File: src/rtl/char_freq_counter.sv
// Character frequency table builder feeding huff_encoder; optional odd-even
// transposition sort by frequency is enabled with the CHAR_FREQ_SORT_EN macro.
module char_freq_counter #(
  parameter int MAX_CHAR_COUNT = 5,
  parameter int CHAR_W         = 8,
  parameter int FREQ_W         = 3
) (
  input  logic                               clk,
  input  logic                               reset,
  input  logic                               in_valid,
  input  logic [CHAR_W-1:0]                  in_data,
  input  logic                               in_last,
  output logic                               in_ready,
  output logic [MAX_CHAR_COUNT*CHAR_W-1:0]   char_out,
  output logic [MAX_CHAR_COUNT*FREQ_W-1:0]   freq_out,
  output logic [$clog2(MAX_CHAR_COUNT+1)-1:0] uniq_count,
  output logic                               table_valid,
  output logic                               overflow,
  input  logic                               table_ack
);

  localparam int UC_W = $clog2(MAX_CHAR_COUNT + 1);
  localparam logic [FREQ_W-1:0] FREQ_MAX = {FREQ_W{1'b1}};

`ifdef CHAR_FREQ_SORT_EN
  localparam int SC_W = (MAX_CHAR_COUNT > 1) ? $clog2(MAX_CHAR_COUNT) : 1;
  typedef enum logic [1:0] {COLLECT = 2'd0, SORT = 2'd1, DONE = 2'd2} state_t;
`else
  typedef enum logic [1:0] {COLLECT = 2'd0, DONE = 2'd2} state_t;
`endif

  state_t              r_state;
  state_t              w_state_nxt;
  logic [CHAR_W-1:0]   r_char     [MAX_CHAR_COUNT];
  logic [FREQ_W-1:0]   r_freq     [MAX_CHAR_COUNT];
  logic [CHAR_W-1:0]   w_char_nxt [MAX_CHAR_COUNT];
  logic [FREQ_W-1:0]   w_freq_nxt [MAX_CHAR_COUNT];
  logic [UC_W-1:0]     r_uniq;
  logic [UC_W-1:0]     w_uniq_nxt;
  logic                r_ovf;
  logic                w_ovf_nxt;
  logic                r_in_ready;
  logic                w_ready_nxt;
  logic                r_tv;
  logic                w_tv_nxt;
  logic                w_ack;
  logic                w_hit;
  logic [UC_W-1:0]     w_hit_idx;
`ifdef CHAR_FREQ_SORT_EN
  logic [SC_W-1:0]     r_sort_cnt;
  logic [SC_W-1:0]     w_sort_cnt_nxt;
`endif

  assign w_ack = table_ack && r_tv && (r_state == DONE);

  // Lookup is gated by occupancy so that character 0 is an ordinary value.
  always_comb begin
    w_hit     = 1'b0;
    w_hit_idx = {UC_W{1'b0}};
    for (int j = 0; j < MAX_CHAR_COUNT; j++) begin
      if ((UC_W'(j) < r_uniq) && (r_char[j] == in_data)) begin
        w_hit     = 1'b1;
        w_hit_idx = UC_W'(j);
      end else begin
        w_hit     = w_hit;
        w_hit_idx = w_hit_idx;
      end
    end
  end

  always_comb begin
    w_state_nxt = r_state;
    w_char_nxt  = r_char;
    w_freq_nxt  = r_freq;
    w_uniq_nxt  = r_uniq;
    w_ovf_nxt   = r_ovf;
    w_tv_nxt    = 1'b0;
`ifdef CHAR_FREQ_SORT_EN
    w_sort_cnt_nxt = r_sort_cnt;
`endif
    case (r_state)
      COLLECT: begin
        if (in_valid && r_in_ready) begin
          if (w_hit) begin
            if (r_freq[w_hit_idx] != FREQ_MAX) begin
              w_freq_nxt[w_hit_idx] = r_freq[w_hit_idx] + {{(FREQ_W-1){1'b0}}, 1'b1};
            end else begin
              w_freq_nxt[w_hit_idx] = FREQ_MAX;
            end
          end else if (r_uniq < UC_W'(MAX_CHAR_COUNT)) begin
            w_char_nxt[r_uniq] = in_data;
            w_freq_nxt[r_uniq] = {{(FREQ_W-1){1'b0}}, 1'b1};
            w_uniq_nxt         = r_uniq + {{(UC_W-1){1'b0}}, 1'b1};
          end else begin
            w_ovf_nxt = 1'b1;
          end
          if (in_last) begin
`ifdef CHAR_FREQ_SORT_EN
            w_state_nxt = SORT;
`else
            w_state_nxt = DONE;
`endif
          end else begin
            w_state_nxt = COLLECT;
          end
        end else begin
          w_state_nxt = COLLECT;
        end
      end
`ifdef CHAR_FREQ_SORT_EN
      SORT: begin
        // Pairs in one phase are disjoint, so reading registered values is safe.
        for (int i = 0; i < MAX_CHAR_COUNT - 1; i++) begin
          if ((i[0] == r_sort_cnt[0]) && (UC_W'(i + 1) < r_uniq) &&
              (r_freq[i] > r_freq[i+1])) begin
            w_char_nxt[i]   = r_char[i+1];
            w_char_nxt[i+1] = r_char[i];
            w_freq_nxt[i]   = r_freq[i+1];
            w_freq_nxt[i+1] = r_freq[i];
          end else begin
            w_char_nxt[i] = w_char_nxt[i];
          end
        end
        if (r_sort_cnt == SC_W'(MAX_CHAR_COUNT - 1)) begin
          w_sort_cnt_nxt = {SC_W{1'b0}};
          w_state_nxt    = DONE;
        end else begin
          w_sort_cnt_nxt = r_sort_cnt + {{(SC_W-1){1'b0}}, 1'b1};
        end
      end
`endif
      DONE: begin
        if (w_ack) begin
          for (int k = 0; k < MAX_CHAR_COUNT; k++) begin
            w_char_nxt[k] = {CHAR_W{1'b0}};
            w_freq_nxt[k] = {FREQ_W{1'b0}};
          end
          w_uniq_nxt  = {UC_W{1'b0}};
          w_ovf_nxt   = 1'b0;
          w_state_nxt = COLLECT;
        end else begin
          w_tv_nxt = 1'b1;
        end
      end
      default: begin
        w_state_nxt = COLLECT;
      end
    endcase
    w_ready_nxt = (w_state_nxt == COLLECT);
  end

  // table_valid lags entry into DONE by one cycle, giving the documented latency.
  always_ff @(posedge clk or negedge reset) begin
    if (!reset) begin
      r_state    <= COLLECT;
      r_uniq     <= {UC_W{1'b0}};
      r_ovf      <= 1'b0;
      r_in_ready <= 1'b0;
      r_tv       <= 1'b0;
`ifdef CHAR_FREQ_SORT_EN
      r_sort_cnt <= {SC_W{1'b0}};
`endif
      for (int k = 0; k < MAX_CHAR_COUNT; k++) begin
        r_char[k] <= {CHAR_W{1'b0}};
        r_freq[k] <= {FREQ_W{1'b0}};
      end
    end else begin
      r_state    <= w_state_nxt;
      r_uniq     <= w_uniq_nxt;
      r_ovf      <= w_ovf_nxt;
      r_in_ready <= w_ready_nxt;
      r_tv       <= w_tv_nxt;
`ifdef CHAR_FREQ_SORT_EN
      r_sort_cnt <= w_sort_cnt_nxt;
`endif
      for (int k = 0; k < MAX_CHAR_COUNT; k++) begin
        r_char[k] <= w_char_nxt[k];
        r_freq[k] <= w_freq_nxt[k];
      end
    end
  end

  for (genvar g = 0; g < MAX_CHAR_COUNT; g++) begin : g_pack
    assign char_out[g*CHAR_W +: CHAR_W] = r_char[g];
    assign freq_out[g*FREQ_W +: FREQ_W] = r_freq[g];
  end

  assign in_ready    = r_in_ready;
  assign uniq_count  = r_uniq;
  assign table_valid = r_tv;
  assign overflow    = r_ovf;

endmodule

File: config.mk
export PLATFORM = sky130hd
export DESIGN_NAME = char_freq_counter
export DESIGN_NICKNAME = d
export VERILOG_FILES = /design/src/rtl/char_freq_counter.sv
export SDC_FILE = /design/constraint.sdc
export NUM_CORES = 1
export LEC_CHECK = 0
export CORE_ASPECT_RATIO = 1.25
export CORE_MARGIN = 2
export CORE_UTILIZATION = 56
export CTS_CLUSTER_DIAMETER = 80
export CTS_CLUSTER_SIZE = 24
export DETAILED_ROUTE_END_ITERATION = 10
export MAX_ROUTING_LAYER = met4
export PLACE_DENSITY_LB_ADDON = 0.08
export REMOVE_ABC_BUFFERS = 1
export SYNTH_ARGS = -nofsm -noshare
export SYNTH_HDL_FRONTEND = slang
export SYNTH_SLANG_ARGS = --single-unit
File: constraint.sdc
create_clock -name clk -period 5.9 [get_ports clk]
set_input_delay 1.18 -clock clk [delete_from_list [all_inputs] [get_ports clk]]
set_output_delay 1.18 -clock clk [all_outputs]
set_load 0.03 [all_outputs]
## After elaboration in Yosys (flattened, before gate mapping)

Index checks and enable logic that the tools add are counted.
Widths: inputs -> output; s select.

| storage, ports and cells | value |
|---|---|
| memory bits (read-only) | 0 |
| output and inout bits | 61 |
| logic and storage cells | 109 |
| memories | 0 |
| bits in latches | 0 |
| bits in registers | 63 |
| RAM bits | 0 |
| input bits | 13 |

| cells by class | value |
|---|---|
| multiply operators | 0 |
| reduce and logical (&&, ||, !) cells | 16 |
| shift-type cells | 0 |
| bitwise operators | 6 |
| equality and inequality tests | 13 |
| mux-type cells | 47 |
| div/mod/pow operators | 0 |
| $lt $le $gt $ge | 10 |
| add/sub/neg operators | 2 |

Operators by type and width:

| kind | count |
|---|---|
| $mux 40 | 4 |
| $pmux 40 s2 | 1 |
| $mux 15 | 5 |
| $bwmux 40 | 1 |
| $eq 8x8->1 | 5 |
| $mux 3 | 11 |
| $pmux 15 s2 | 1 |
| $demux 8 s3 | 1 |
| $demux 3 s3 | 2 |
| $bwmux 15 | 1 |
| $or 15x15->15 | 1 |
| $mux 1 | 12 |
| $and 10x10->10 | 1 |
| $logic_and 1x1->1 | 10 |
| $ne 2x2->1 const B | 5 |
| $not 10->10 | 1 |
| $reduce_and 5->1 | 2 |
| $bmux 3 s3 | 1 |
| $ge 4x4->1 const B | 2 |
| $lt 4x1->1 const B | 2 |
| $mux 8 | 1 |
| $not 3->4 | 2 |
| $add 3x1->3 const B | 2 |
| $lt 1x3->1 const A | 2 |
| other kinds (13) | 18 |

## Logic depth before layout (Yosys ltp)

Gate-level depths: netlist (run 1).

| logic depth | value |
|---|---|
| depth in word-level cells | 16 |
| mapped depth | 17 |
| gate-level depth less buffers | 14 |

## Worst setup path after synthesis (run 1)

No wires, ideal clock.

| timing | value |
|---|---|
| path type | in2reg |
| start point | input port in_data[7] |
| end point | register r_freq (netlist bit freq_out[10]) |
| setup slack | 1.507 ns |
| path buffers | 3 |
| data required time | 5.766 ns |
| library setup time | 0.134 ns |
| cell stages on the path | 17 |
| arrival | 4.259 ns |
| cells stage by stage | buf_6 xor2_1 or4_4 or3_1 buf_6 a21oi_1 nor2_1 mux2i_1 a21oi_1 ha_1 ha_1 clkbuf_1 inv_1 nand2_1 a21oi_1 a221oi_1 o22ai_1 |

| between the ends | value |
|---|---|
| cells in the longest elaborated chain, start to end | 16 |
| elaborated cells between the ends (all ways) | 38 |
| classes of those cells | add/sub (1); order compare (2); eq/ne (7); mux (19); bitwise (2); reduce/logical (7) |

RTL lines:

| item | RTL line | text |
|---|---|---|
| start, declared | 11 | `input logic [CHAR_W-1:0] in_data,` |
| $eq 8x8->1 | 61 | `if ((UC_W'(j) < r_uniq) && (r_char[j] == in_data)) begin` |
| $logic_and 1x1->1 | 61 |  |
| $mux 1 | 61 |  |
| $mux 3 (3 in series) | 61 |  |
| $not 3->4 (implied by the code) | 85, 86, 88 |  |
| $bmux 3 s3 (tied with other cells) | 85, 86 |  |
| $mux 3 (implied by the code) / $logic_and 1x1->1 (equally long branches) | 85, 86, 88 |  |
| $mux 3, on equally long branches | 85, 86, 88 |  |
| $add 3x1->3 / $demux 3 s3 (equally long branches) | 86, 88 |  |
| $bwmux 15 / $or 15x15->15 (equally long branches) | -- |  |
| $mux 15 | 85 | `if (r_freq[w_hit_idx] != FREQ_MAX) begin` |
| $mux 15 | 84 | `if (w_hit) begin` |
| $mux 15 | 83 | `if (in_valid && r_in_ready) begin` |
| $pmux 15 s2 | 81 | `case (r_state)` |
| end signal, assigned by index | 165 | `r_freq[k] <= {FREQ_W{1'b0}};` |
| end signal, assigned by index | 178 | `r_freq[k] <= w_freq_nxt[k];` |
| end, declared | 35 | `logic [FREQ_W-1:0] r_freq [MAX_CHAR_COUNT];` |

Parallel ways exist; a longest one is shown, timed or not. The select of a mux whose other input is x is not followed.
A chain may end at the register's enable or synchronous reset.

## Final worst setup path (run 1)

| timing | value |
|---|---|
| start point | input port in_data[0] |
| end point | register r_freq (netlist bit freq_out[10]) |

The elaborated chain is that of the path after synthesis.

==> impl_metrics.tcl, run 1 <==
set metrics [dict create \
    place_ws_ns 0.583 \
    clkTransAtPathRegs_ns 0.07 \
    synth_seq_cells 63 \
    coreArea_mm2 0.00657 \
    dpl.hpwl_mm 8.39 \
    hold_path_class "register to register" \
    timing.fmax_mhz 200 \
    skew_ns 0.00983 \
    crit_fanout 10 \
    critPathArrivalTime_ns 5.20 \
    ctsResizeCount 0 \
    post_dp_cell_area_mm2 0.00458 \
    via_count 3494 \
    fp-row-count 33 \
    io_buffers 73 \
    cts.sinks 63 \
    ctsHoldBuffers 0 \
    fin_nets 473 \
    syn_area_mm2 0.00381 \
    power.leakage_nw 1.84 \
    place_congestion 0.990 \
    worst_setup_path_start_kind "input pin" \
    critPathKind "input pin to register" \
    outcome "finished, final reports clean" \
    syn-instance-count 383 \
    max_slew_margin 0.271 \
    layout-drive-gt1-share 0.110 \
    ys_seq_area_frac 0.413 \
    ir_drop_mv 0.363 \
    tns_ns 0 \
    stdcell_area_mm2 0.00477 \
    synth_edf_count 0 \
    grt_pass1_wl_mm 18.1 \
    n_antenna_cell 0 \
    placedCellCount 533 \
    finalHoldViolCount 0 \
    grt_remaining_overflow 0 \
    slew_violations 0 \
    cts-root-buf "clkbuf_8" \
    clk_latency_ns 0.34 \
    initial_utilization 0.581 \
    drv_cap 0 \
    htreeDepth 3 \
    totalWireLength_mm 11.4 \
    wl_per_cell_um 20.7 \
    die-area_mm2 0.00749 \
    async_flop_share 1.00 \
    drc_errors 0 \
    finalPower_mw 2.30 \
    first_iter_violations 262 \
    worstMarginPinSlew_ns 1.09 \
    synth_warnings 0 \
    rsz0062_at_grt "no" \
    powerDensity_mw_per_mm2 481 \
    die_h_um 96.3 \
    critical_path_required_ns 6.11 \
    fin_crit_ns 4.99 \
    dr.pass1.iters 5 \
    final.period_utilization 0.846 \
    grt_max_degree 64 \
    fin_cells 549 \
    grt_pass1_vias 3505 \
    viasPerCell 6.36 \
    clockBufferDepth 2 \
    postCtsSetupBuffers 0 \
    fin_ws_ns 0.910 \
    io-pin-count 74 \
    cts_tree "yes" \
    fp.dieW_um 77.8 \
    end_kind "register" \
    cts-buffers-inserted 9 \
    syn_avg_cell_area_um2 9.96 \
    area.growth.synth_to_final_pct 25.1 \
    synth_cell_types 62 \
    ant_nets 0 \
    grt_usage 0.327 \
    antenna_found_initial 0 \
    ys.flop_type "dfrtp_1" \
    setup_viol 0 \
]
[where the power goes]
part,total [mW],switching (mW),internal (mW)
combinational,1.15,0.657,0.489
clock,0.384,0.187,0.197
sequential,0.765,0.196,0.569
total,2.30,1.04,1.26
[layout make-up]
cell class	instances	area, µm²
inverters	9	33.8
clock buffers	10	128
repair buffers	85	816
well taps	87	109
flip-flops and latches	63	1580
fillers	463	1790
multi-input cells	289	2040
clock inverters	6	70.1
[per-stage QoR]
stage	hold WS (ns)	utilization
final	0.505	0.727
after global routing	0.537	0.727
after CTS	0.511	0.727
after detailed placement	0.494	0.697
after global placement	0.480	0.697
after floorplan	0.577	-
[cells by family after synthesis]
family	Yosys count	synth area share
simple gates	120	0.167
mux	5	0.0134
buf+inv	31	0.0518
fa+ha+maj	3	0.00984
other cells	1	0.000983
compound gates	120	0.246
xor+xnor	40	0.0977
flops	63	0.413
[layer usage]
layer	up-vias	GRT usage	part of all wire
met3	48	0.0488	0.056
met5	-	-	0
met4	0	0.174	0.047
met1	1690	0.366	0.38
li1	1577	-	-
met2	179	0.569	0.52
[critical path, cell delays in order]
cell and delay [ns]:
clkdlybuf4s50_1 0.63, xor2_1 0.27, or4_4 0.53, or3_1 0.53, a21oi_1 0.21, nor2_1 0.10
mux2i_1 0.12, a21oi_1 0.14, ha_1 0.16, ha_1 0.37, inv_1 0.16, nand2_1 0.18
a21oi_1 0.10, a221oi_1 0.39, o22ai_1 0.12
[state kept, by name (all words and copies together) (netlist names)]
| signal | cells |
|---|---|
| char_out | 40 |
| freq_out | 15 |
| uniq_count | 3 |
| r_state | 2 |
| in_ready | 1 |
| overflow | 1 |
| table_valid | 1 |
[cells in the mapped netlist (9+ instances only)]
cell type | instances | area share
inv_1 | 9 | 0.0089
o2bb2ai_1 | 28 | 0.064
buf_6 | 9 | 0.027
nor2_1 | 15 | 0.015
a32o_1 | 10 | 0.026
a21oi_1 | 13 | 0.017
dfrtp_1 | 63 | 0.41
xor2_1 | 11 | 0.025
xnor2_1 | 26 | 0.060
nand2_1 | 39 | 0.038
o21ai_0 | 25 | 0.033
nor3_1 | 12 | 0.016
nand3_1 | 15 | 0.020
[path summary, 6_finish.rpt]
path / from / endpoint / slack [ns] / cells past startpoint
worst min register to register: overflow / overflow / 0.50 / 2
worst max-delay path: in_data[0] / freq_out[10] / 0.91 / 15
min in group asynchronous: reset / r_state[1] / 1.00 / 2
worst max register to register: char_out[16] / freq_out[10] / 2.03 / 14
worst min-delay path: overflow / overflow / 0.50 / 2
max in group asynchronous: reset / char_out[19] / 4.37 / 2
[layout by cell type (no fill, tap or decap), types with 4 or more instances in the layout]
master,netlist,layout
nand2_1,39,39
buf_4,3,12
nand4_1,5,5
mux2i_1,4,4
inv_1,9,9
nor2_1,15,15
o2bb2ai_1,28,28
o21ai_1,4,4
or3_1,8,8
a22o_1,4,4
clkbuf_8,0,9
a32o_1,10,10
clkdlybuf4s50_1,0,72
dfrtp_1,63,63
o21ai_0,25,25
a21oi_1,13,13
nor3_1,12,12
nor4_1,4,4
xor2_1,11,11
nand2b_1,4,4
xnor2_1,26,26
nand3_1,15,15
Power figures use the tool's default switching activity.
==> run 2: changes to the inputs <==
--- a/config.mk
+++ b/config.mk
@@ -7,7 +7,7 @@
 export LEC_CHECK = 0
 export CORE_ASPECT_RATIO = 1.25
 export CORE_MARGIN = 2
-export CORE_UTILIZATION = 56
+export CORE_UTILIZATION = 47
 export CTS_CLUSTER_DIAMETER = 80
 export CTS_CLUSTER_SIZE = 24
 export DETAILED_ROUTE_END_ITERATION = 10
==> constraint.sdc (replaced) <==
create_clock -name clk -period 4 [get_ports clk]
set_input_delay 0.8 -clock clk [delete_from_list [all_inputs] [get_ports clk]]
set_output_delay 0.8 -clock clk [all_outputs]
set_load 0.03 [all_outputs]
==> run 2 against run 1 <==
Largest cell class unchanged. Clock power is 29% higher. Setup slack worse by 0.74 ns. Total power is 52% higher. Largest power group unchanged. Via count is 3.2% higher. Die area is 18% higher. Critical endpoint is now freq_out[8]. First-iteration DRC count is 53% lower. Non-clock buffer count is 51 higher. Highest routed layer unchanged.
==> impl_metrics.tcl, run 2 (synthesis results as in run 1) <==
set metrics [dict create \
    drv_cap 0 \
    coreArea_mm2 0.00784 \
    slew_violations 0 \
    ctsHoldBuffers 0 \
    critical_path_required_ns 4.24 \
    ant_nets 0 \
    htreeDepth 3 \
    clockBufferDepth 2 \
    antenna_found_initial 0 \
    cp_slowest_cell "or4_4" \
    die-area_mm2 0.00886 \
    viasPerCell 5.94 \
    hold_path_class "input pin to async pin" \
    via_count 3607 \
    fin_crit_ns 3.83 \
    max_slew_margin 0.538 \
    die_h_um 105 \
    power.leakage_nw 2.10 \
    rsz0062_at_grt "no" \
    cts_tree "yes" \
    crit_chain "clkdlybuf4s50_1 > xor2_1 > or4_4 > or3_4 > buf_4 > nor2_1 > o211ai_1 > o21ai_0 > a21oi_1 > ha_2 > ha_4 > buf_4 > o32a_1 > o21ai_1 > nand2_1 > a22o_1" \
    totalWireLength_mm 12.6 \
    worstMarginPinSlew_ns 0.691 \
    finalHoldViolCount 0 \
    final_common_cell "clkdlybuf4s50_1" \
    finalPower_mw 3.50 \
    cts.sinks 63 \
    fp-row-count 36 \
    layout-drive-gt1-share 0.217 \
    stdcell_area_mm2 0.00520 \
    dr.pass1.iters 4 \
    grt_usage 0.301 \
    slowest_delay_ns 0.56 \
    cts-root-buf "clkbuf_8" \
    initial_utilization 0.487 \
    final.period_utilization 0.958 \
    crit_fanout 5 \
    dpl.hpwl_mm 9.72 \
    clkTransAtPathRegs_ns 0.08 \
    io-pin-count 74 \
    crit_start "in_data[7]" \
    setup_viol 0 \
    area.growth.synth_to_final_pct 36.3 \
    layout_common_cells "71 x clkdlybuf4s50_1, 63 x dfrtp_1, 62 x buf_4, 38 x nand2_1, 28 x o2bb2ai_1" \
    ir_drop_mv 0.538 \
    r2r_setup_slack_ns 0.62 \
    outcome "finished, final reports clean" \
    critPathKind "input pin to register" \
    clk_latency_ns 0.35 \
    drc_errors 0 \
    largest_reg_flops 40 \
    grt_remaining_overflow 0 \
    skew_ns 0.00845 \
    grt_max_degree 46 \
    regToRegStartpoint "uniq_count[2]" \
    cts-buffers-inserted 9 \
    fin_hold_ws_ns 0.395 \
    grt_pass1_vias 3705 \
    worst_setup_path_start_kind "input pin" \
    fin_nets 524 \
    place_congestion 0.963 \
    powerDensity_mw_per_mm2 673 \
    timing.rr.end "freq_out[8]" \
    timing.critical_path.mode_cell "buf_4" \
    crit_family "simple AND/OR/NAND/NOR gates" \
    grt_pass1_wl_mm 19.9 \
    fp.dieW_um 84.6 \
    n_antenna_cell 0 \
    cp.buffers_inverters 3 \
    timing.fmax_mhz 261 \
    first_iter_violations 123 \
    r2r_cells 15 \
    wl_per_cell_um 20.7 \
    end_kind "register" \
    post_dp_cell_area_mm2 0.00498 \
    critPathArrivalTime_ns 4.08 \
    io_buffers 73 \
]
==> run 2: changes by cell type in the layout (fill, tap and decap cells not counted), moves of 2 or more <==
cell / before / now
buf_4: 12 / 62
a21oi_1: 13 / 10
a21oi_2: 0 / 3
clkinv_2: 0 / 3
a221oi_1: 2 / 0
a221oi_2: 0 / 2
clkinvlp_4: 3 / 1
ha_1: 3 / 1
==> run 2: how the worst max path moves through the flow <==
stage                              end  slack (ns)  cells past startpoint
after detailed placement  freq_out[10]       -0.40                     15
after CTS                  freq_out[8]       0.005                     15
final                      freq_out[8]        0.17                     16
after floorplan           freq_out[10]        0.19                     14
after global placement     freq_out[1]       -0.31                     15
after global routing       freq_out[8]        0.04                     16
==> run 2: per-layer routing <==
metal | global-route usage | wire length (µm) | part of all wire | up-vias
met1 | 0.341 | 4900 | 0.39 | 1783
li1 | - | - | - | 1675
met4 | 0.156 | 663 | 0.053 | 0
met5 | - | 0 | 0 | -
met2 | 0.511 | 6600 | 0.53 | 111
met3 | 0.0427 | 402 | 0.032 | 38
==> run 2: worst register-to-register path: stages, from the launching register on <==
cell and delay [ns]:
dfrtp_1 0.67, a21oi_1 0.18, or3_1 0.40, or3_4 0.37, buf_4 0.17, nor2_1 0.09
o211ai_1 0.08, o21ai_0 0.11, a21oi_1 0.08, ha_2 0.20, ha_4 0.18, buf_4 0.14
o32a_1 0.15, o21ai_1 0.13, nand2_1 0.09, a22o_1 0.26
==> run 2: what timing repair did <==
| action | 4_1_cts | 5_1_grt |
|---|---|---|
| gates cloned | 0 | 0 |
| gates resized for setup | 3 | 10 |
| pin swaps | 0 | 1 |
| buffers inserted | 0 | 0 |
| setup endpoints to repair | 3 | 14 |
==> run 2: power breakdown <==
part           internal [mW]  switching [mW]
Sequential             0.840           0.262
Clock                  0.235           0.262
Combinational          0.843            1.05
Total                   1.92            1.58
==> run 2: layout make-up <==
type / count / area (µm²)
clock buffers: 11 / 141
clock inverters: 4 / 22.5
fillers: 682 / 2640
inverters: 9 / 33.8
multi-input cells: 289 / 2090
flip-flops and latches: 63 / 1580
well taps: 95 / 119
repair buffers: 136 / 1210
==> run 2: stage by stage <==
step                      setup slack, ns  std cells  TNS (ns)  utilization
after global placement             -0.314        592     -3.19        0.636
after global routing               0.0366        607         0        0.663
after floorplan                     0.189        361         0            -
final                               0.166        607         0        0.663
after detailed placement           -0.399        592     -4.30        0.636
after CTS                         0.00542        607         0        0.659
==> run 3: changes to the inputs <==
--- a/config.mk
+++ b/config.mk
@@ -14,6 +14,7 @@
 export MAX_ROUTING_LAYER = met4
 export PLACE_DENSITY_LB_ADDON = 0.08
 export REMOVE_ABC_BUFFERS = 1
+export SETUP_SLACK_MARGIN = 0.02
 export SYNTH_ARGS = -nofsm -noshare
 export SYNTH_HDL_FRONTEND = slang
 export SYNTH_SLANG_ARGS = --single-unit
==> run 3 against run 2 <==
Setup slack worse by 0.0077 ns. Total power about the same. Clock-buffer cell count unchanged. Sequential power about the same. Register-to-register slack about the same. Fmax down 0.20%. Critical path depth unchanged. Clock power about the same. Critical path type unchanged. Highest routed layer unchanged.
==> impl_metrics.tcl, run 3 (synthesis results as in run 1) <==
set metrics [dict create \
    outcome "finished, final reports clean" \
    cts_tree "yes" \
    placedCellCount 592 \
    grt_pass1_wl_mm 19.8 \
    viasPerCell 5.89 \
    max_slew_margin 0.535 \
    initial_utilization 0.487 \
    die_h_um 105 \
    fin_hold_ws_ns 0.398 \
    p_seq_frac 0.315 \
    crit_fanout 5 \
    sw_frac_of_total 0.452 \
    dr.pass1.iters 4 \
    fin_util 0.663 \
    cts-buffers-inserted 9 \
    coreArea_mm2 0.00784 \
    fin_nets 524 \
    finalHoldViolCount 0 \
    n_antenna_cell 0 \
    largest_reg_flops 40 \
    drc_errors 0 \
    final.period_utilization 0.960 \
    crit_chain "clkdlybuf4s50_1 > xor2_1 > or4_4 > or3_4 > buf_4 > nor2_1 > o211ai_1 > o21ai_0 > a21oi_1 > ha_2 > ha_4 > buf_4 > o32a_1 > o21ai_1 > nand2_1 > a22o_1" \
    dpl.hpwl_mm 9.72 \
    powerDensity_mw_per_mm2 673 \
    via_count 3575 \
    clkTransAtPathRegs_ns 0.08 \
    grt_pass1_vias 3702 \
    antenna_found_initial 0 \
    rsz0062_at_grt "no" \
    first_iter_violations 125 \
    critPathKind "input pin to register" \
    critical_path_required_ns 4.24 \
    layout_common_cells "71 x clkdlybuf4s50_1, 63 x dfrtp_1, 62 x buf_4, 38 x nand2_1, 28 x o2bb2ai_1" \
    final_common_cell "clkdlybuf4s50_1" \
    worst_setup_path_start_kind "input pin" \
    drv_cap 0 \
    timing.fmax_mhz 260 \
    place_congestion 0.963 \
    cts-root-buf "clkbuf_8" \
    totalWireLength_mm 12.6 \
    fp-row-count 36 \
    finalPower_mw 3.50 \
    place_ws_ns -0.399 \
    setup_viol 0 \
    clockBufferDepth 2 \
    io-pin-count 74 \
    p_int_mw 1.92 \
    grt_usage 0.300 \
    num-fill-cells 682 \
    power.leakage_nw 2.10 \
    clk_latency_ns 0.35 \
    slew_violations 0 \
    ir_drop_mv 0.539 \
    fin_ws_ns 0.159 \
    cts.sinks 63 \
    slowest_delay_ns 0.56 \
    ant_nets 0 \
    fin_crit_ns 3.84 \
    htreeDepth 3 \
    io_buffers 73 \
    power.switching_mw 1.58 \
    worstMarginPinSlew_ns 0.696 \
    wl_per_cell_um 20.8 \
    skew_ns 0.00964 \
    grt_remaining_overflow 0 \
    area.growth.synth_to_final_pct 36.3 \
    ctsHoldBuffers 0 \
    combPwrFrac 0.542 \
    clkPwrFrac 0.142 \
    hold_path_class "input pin to async pin" \
    grt_max_degree 46 \
    postCtsSetupBuffers 0 \
    critPathArrivalTime_ns 4.09 \
    cp_slowest_cell "or4_4" \
    die-area_mm2 0.00886 \
    fin_cells 607 \
    layout-drive-gt1-share 0.217 \
    fp.dieW_um 84.6 \
    end_kind "register" \
    timing.critical_path.mode_cell "buf_4" \
]
-- run 3: cell counts in the layout (fill, tap and decap cells not counted) --
No cell type changed its count.
-- run 3: layer usage --
layer | up-vias | track usage | routed length (µm)
met5 | - | - | 0
met4 | 0 | 0.147 | 575
met3 | 36 | 0.0411 | 408
met2 | 112 | 0.515 | 6670
met1 | 1755 | 0.341 | 4960
li1 | 1672 | - | -
-- run 3: path summary, 6_finish.rpt --
| kind | end | cells after the start | start | slack [ns] |
|---|---|---|---|---|
| max in group asynchronous | char_out[7] | 2 | reset | 2.64 |
| setup reg to reg | freq_out[8] | 15 | uniq_count[2] | 0.61 |
| hold reg to reg | table_valid | 1 | table_valid | 0.50 |
| hold / removal | table_valid | 1 | reset | 0.40 |
| min in group clk | table_valid | 1 | table_valid | 0.50 |
| setup / recovery | freq_out[8] | 16 | in_data[7] | 0.16 |
-- run 3: per-stage QoR --
step,instance area [µm²],TNS [ns]
4_1_cts,5150,0
6_report,5200,0
3_5_place_dp,4980,-4.30
5_1_grt,5200,0
2_1_floorplan,3650,0
3_3_place_gp,4980,-3.19
-- run 3: power by group through the flow --
stage	Combinational [mW]	Sequential (mW)	Clock [mW]
after floorplan	0.657	1.46	0
after global placement	1.83	1.11	0
after detailed placement	1.86	1.11	0
after CTS	1.87	1.10	0.504
after global routing	2.02	1.13	0.530
final	1.90	1.10	0.498
-- run 3: worst max-delay path, delay by kind of cell --
family,cells,cell delay (ns)
buf+inv,3,0.76
xor+xnor,1,0.19
fa+ha+maj,2,0.38
simple gates,4,1.15
compound gates,6,0.81
-- run 3: what timing repair did --
| item | 4_1_cts | 5_1_grt |
|---|---|---|
| resized for setup | 2 | 11 |
| pin swaps | 0 | 1 |
| endpoints found under the setup margin | 5 | 13 |
-- run 3: final cells by class --
cell class | count | area, µm² | area share
clock inverters | 4 | 22.5 | 0.00433
repair buffers | 136 | 1210 | 0.233
inverters | 9 | 33.8 | 0.00650
clock buffers | 11 | 141 | 0.0272
multi-input cells | 289 | 2090 | 0.403
well taps | 95 | 119 | 0.0229
flip-flops and latches | 63 | 1580 | 0.303
